===== src/rtl/gvram_pixel_serializer.sv =====
// gvram_pixel_serializer
//   Graphic VRAM fetch, serializer and CPU/display bus arbiter (MZ-80B).
//   Each 8-dot byte slot is timed by CNT: the display read strobe nVRD
//   covers phases RD_START..RD_LATCH, the byte is captured on the RD_LATCH
//   edge, loaded into the shifter on the CNT==7 edge and shifted out one
//   dot per CLK during the following byte slot.
//
// Ports
//   CLK      in   dot clock (16 MHz)
//   RST      in   synchronous reset, active high
//   CNT      in   byte phase 0..7, advances by one per CLK
//   nHBLANK  in   low during horizontal blank
//   nVBLANK  in   low during vertical blank
//   DB       in   VRAM read data
//   GEN      in   graphic plane enable
//   RVS      in   reverse video
//   CPU_REQ  in   CPU requests the VRAM bus (level)
//   nVRD     out  display read strobe, active low
//   CPU_ACK  out  CPU owns the VRAM bus
//   nWAIT    out  CPU wait, active low
//   GDOT     out  serial graphic dot
module gvram_pixel_serializer #(
    parameter logic [2:0] RD_START  = 3'd2,
    parameter logic [2:0] RD_LATCH  = 3'd5,
    parameter logic       MSB_FIRST = 1'b1
) (
    input  logic       CLK,
    input  logic       RST,
    input  logic [2:0] CNT,
    input  logic       nHBLANK,
    input  logic       nVBLANK,
    input  logic [7:0] DB,
    input  logic       GEN,
    input  logic       RVS,
    input  logic       CPU_REQ,
    output logic       nVRD,
    output logic       CPU_ACK,
    output logic       nWAIT,
    output logic       GDOT
);

    // Edges on which the registered strobe is driven low: one phase ahead
    // of the window in which nVRD is observed low.
    localparam logic [2:0] RD_PRE  = RD_START - 3'd1;
    localparam logic [2:0] RD_LAST = RD_LATCH - 3'd1;

    typedef enum logic [1:0] {
        ST_IDLE,
        ST_VID,
        ST_CPU
    } state_t;

    state_t     state;
    state_t     state_nx;
    logic       vact;
    logic [7:0] hold;
    logic [7:0] sh;
    logic       sact;
    logic       sh_out;
    logic       fetch_win;
    logic       cpu_slot;
    logic       nvrd_nx;
    logic       ack_nx;

    // The whole fetch window (not only its first phase) both claims the bus
    // and evicts the CPU. With an incrementing CNT this is identical to
    // acting on CNT==RD_START-1 alone, and it keeps CPU_ACK and nVRD
    // mutually exclusive even if CNT jumps.
    assign fetch_win = vact && (CNT >= RD_PRE) && (CNT <= RD_LAST);
    assign cpu_slot  = ~vact || (CNT == 3'd6) || (CNT == 3'd7);

    // ---------------- arbitration FSM: state register ----------------
    always_ff @(posedge CLK) begin
        if (RST) begin
            state   <= ST_IDLE;
            nVRD    <= 1'b1;
            CPU_ACK <= 1'b0;
        end else begin
            state   <= state_nx;
            nVRD    <= nvrd_nx;
            CPU_ACK <= ack_nx;
        end
    end

    // ---------------- arbitration FSM: next state ----------------
    always_comb begin
        state_nx = state;
        unique case (state)
            ST_IDLE: begin
                if (fetch_win)
                    state_nx = ST_VID;
                else if (CPU_REQ && cpu_slot)
                    state_nx = ST_CPU;
            end
            ST_VID: begin
                if (!fetch_win)
                    state_nx = ST_IDLE;
            end
            ST_CPU: begin
                if (fetch_win || !CPU_REQ)
                    state_nx = ST_IDLE;
            end
            default: state_nx = ST_IDLE;
        endcase
    end

    // ---------------- arbitration FSM: outputs ----------------
    always_comb begin
        nvrd_nx = ~fetch_win;
        ack_nx  = (state_nx == ST_CPU);
    end

    assign nWAIT = ~(CPU_REQ & ~CPU_ACK);

    // ---------------- fetch latch and dot shifter ----------------
    assign sh_out = MSB_FIRST ? sh[7] : sh[0];

    always_ff @(posedge CLK) begin
        if (RST) begin
            vact <= 1'b0;
            hold <= '0;
            sh   <= '0;
            sact <= 1'b0;
            GDOT <= 1'b0;
        end else begin
            if (CNT == 3'd0)
                vact <= nHBLANK & nVBLANK;

            if (CNT == RD_LATCH)
                hold <= vact ? DB : '0;

            if (CNT == 3'd7) begin
                sh   <= hold;
                sact <= vact;
            end else if (MSB_FIRST) begin
                sh <= {sh[6:0], 1'b0};
            end else begin
                sh <= {1'b0, sh[7:1]};
            end

            GDOT <= GEN & sact & (sh_out ^ RVS);
        end
    end

endmodule


===== config.mk =====
export PLATFORM = sky130hd
export DESIGN_NAME = gvram_pixel_serializer
export DESIGN_NICKNAME = d
export VERILOG_FILES = /design/src/rtl/gvram_pixel_serializer.sv
export SDC_FILE = /design/constraint.sdc
export NUM_CORES = 1
export LEC_CHECK = 0
export CORE_MARGIN = 3
export CORE_UTILIZATION = 50
export CTS_CLUSTER_DIAMETER = 100
export DETAILED_ROUTE_END_ITERATION = 8
export DONT_BUFFER_PORTS = 1
export GPL_TIMING_DRIVEN = 1
export PLACE_DENSITY_LB_ADDON = 0.05
export SLEW_MARGIN = 5
export SYNTH_ARGS = -nofsm -noshare
export SYNTH_HDL_FRONTEND = slang
export SYNTH_SLANG_ARGS = --single-unit
export TNS_END_PERCENT = 20

===== constraint.sdc =====
create_clock -name CLK -period 0.8 [get_ports CLK]
set_input_delay 0.16 -clock CLK [delete_from_list [all_inputs] [get_ports CLK]]
set_output_delay 0.16 -clock CLK [all_outputs]
set_load 0.01 [all_outputs]

==> results.tsv <==
metric	value	unit
critPathMaxFanout	2	
dr.pass1.iters	4	
antenna_left	0	
synth-seq-cells	23	
cts_buffers	3	
synth_cell_types	22	
synth_nets	120	
cts_tree	done	
cts_buffer_depth	2	
cts-root-buf	clkbuf_4	
synth.yosys.seq_area_share	53.3	%
dpl_cell_area	888	um2
critPathMaxStageDelay	340	ps
die_width	47.6	um
status	complete, but fails checks	
crit_type	flip-flop to output port	
fmax	1070	MHz
async_flop_share	0	%
grt_overflow_total	0	
route.vias.total	688	
tightest_slew	248	ps
timing.rr.start	vact	
setup.worst_path.end	nWAIT	
avgRoutedWirePerCell	13.5	um
cp.depth	1	
postCtsSetupBuffers	0	
p_leak	0.321	nW
critPathRequiredTime	640	ps
coreArea	1560	um2
startpoint_type	flip-flop	
ioPinCount	22	
rsz0062_at_grt	true	
clk_pin_slew	120	ps
setup_viol	4	
cts.sinks	23	
p_per_area	1850	nW/um2
dp.cells	117	
fin_crit	936	ps
finalInstanceArea	952	um2
ys.flop_type	dfxtp_1	
dp_slack	-10.3	ps
worstHoldStart	RST	
synth_top_area_share	53.3	%
syn_to_final_growth	10.1	%
rr_endpoint	state[1]	
htreeDepth	1	
grt_first_pass_wirelength	2.68	mm
rows	14	
slew_violations	0	
syn_avg_cell_area	8.48	um2
grt_pass1_vias	624	
antennaDiodeCount	0	
worstSkewPairLatency	300	ps
cp.arrival	780	ps
min_path_type	input pin to flip-flop	
portBuffers	0	
layout-drive-gt1-share	17.8	%
hpwl	1.11	mm
maxSlewHeadroom	83.3	%
fin_crit_sh	117	%
dr.first_iter.drc_count	3	
r2r_setup_slack	20	ps
cp_num_buf_inv	0	
initial_core_util	55.5	%
netlist_instances	102	
stdcell_count	123	
die-area	2260	um2
synth_most_common_cell	nand2_1	
synthTopCellsByCount	nand2_1, dfxtp_1, a21oi_1	
synth_edf_count	0	
power	1.76	mW
drc	0	
slowest_stage	dfxtp_2	
antenna_found_initial	0	
routed_wl	1.66	mm
hold_viol	20	
grt_usage	17.0	%
grt_max_degree	22	
fin_skew	1.42	ps
synth_top_cells_by_area	dfxtp_1, nand2_1, a21oi_1, nand3_1, buf_4	
failed_checks	negative hold slack, negative setup slack	
nets	126	
r2r_cells	2	
place_congestion	0.725	
drv_cap	0	
cts.hold.buffers_added	1	
setup_ws	-136	ps
critPathLaunch	CPU_ACK	
crit_chain	nand2b_4	
crit_family	flip-flops	
whs	-95.0	ps
synth.largest_area_cell	dfxtp_1	
synth_area	865	um2
end_kind	output port	
ys_warn_count	0	
ir_drop	0.983	mV
die_h	47.6	um
detail_route.vias_per_cell	5.59	
nFillCells	150	
cell type report:
class | instances | area, um2 | area share, %
flip-flops and latches | 23 | 465 | 48.9
repair buffers | 8 | 66.3 | 6.96
multi-input cells | 72 | 374 | 39.3
clock buffers | 4 | 26.3 | 2.76
well taps | 16 | 20.0 | 2.10
stage by stage:
stage,util [%],TNS (ps)
2_1_floorplan,-,-369
3_5_place_dp,57.0,-10.3
6_report,61.1,-305
5_1_grt,61.1,-568
4_1_cts,60.3,-389
3_3_place_gp,57.0,-19.4
cells in the final DEF (no fill, tap or decap), types with 2 or more instances in the layout:
master | Yosys | layout
o21ai_0 | 2 | 2
a21oi_1 | 19 | 18
clkbuf_4 | 0 | 3
nand3_2 | 1 | 2
nand3_1 | 9 | 8
nor2_1 | 2 | 2
dfxtp_1 | 23 | 19
buf_4 | 3 | 6
dfxtp_2 | 0 | 4
nor3_1 | 2 | 2
nand2_1 | 27 | 27
what timing repair did:
item | CTS | global route
gates resized for setup | 6 | 3
setup endpoints to repair | 14 | 16
endpoints found under the hold margin | 22 | 20
gates cloned | 0 | 1
pin swaps | 0 | 6
how the worst min path moves through the flow:
stage,slack [ps],to,depth (start not counted)
after detailed placement,230,sh[3],1
final,-90,vact,1
after floorplan,290,GDOT,2
after global placement,230,hold[7],1
after CTS,-110,sh[5],1
after global routing,-120,hold[6],1
logic make-up (layout without fill, tap and decap cells):
logic type,after synthesis,after routing,synth area share (%)
and+or+nand+nor,49,49,27.4
DFF,23,23,53.3
buffers and inverters,7,12,5.35
xor gates and xnor gates,1,1,1.01
AOI/OAI and AO/OA,22,22,13.0
where the power goes:
group,switching (mW),internal [mW]
sequential,0.00485,1.15
combinational,0.0412,0.0428
clock,0.322,0.194
registers in the layout, indices dropped and copies added, names as in the netlist:
| register | flops |
|---|---|
| CPU_ACK | 1 |
| GDOT | 1 |
| hold | 8 |
| sact | 1 |
| vact | 1 |
| state | 2 |
| sh | 8 |
| nVRD | 1 |
metal layers:
metal	up-vias	wire [um]	global-route usage, %
li1	355	-	-
met3	2	146	7.52
met4	0	10	6.45
met5	-	0	0
met1	314	789	21.0
met2	17	713	26.2
(Power assumes the default switching activity.)
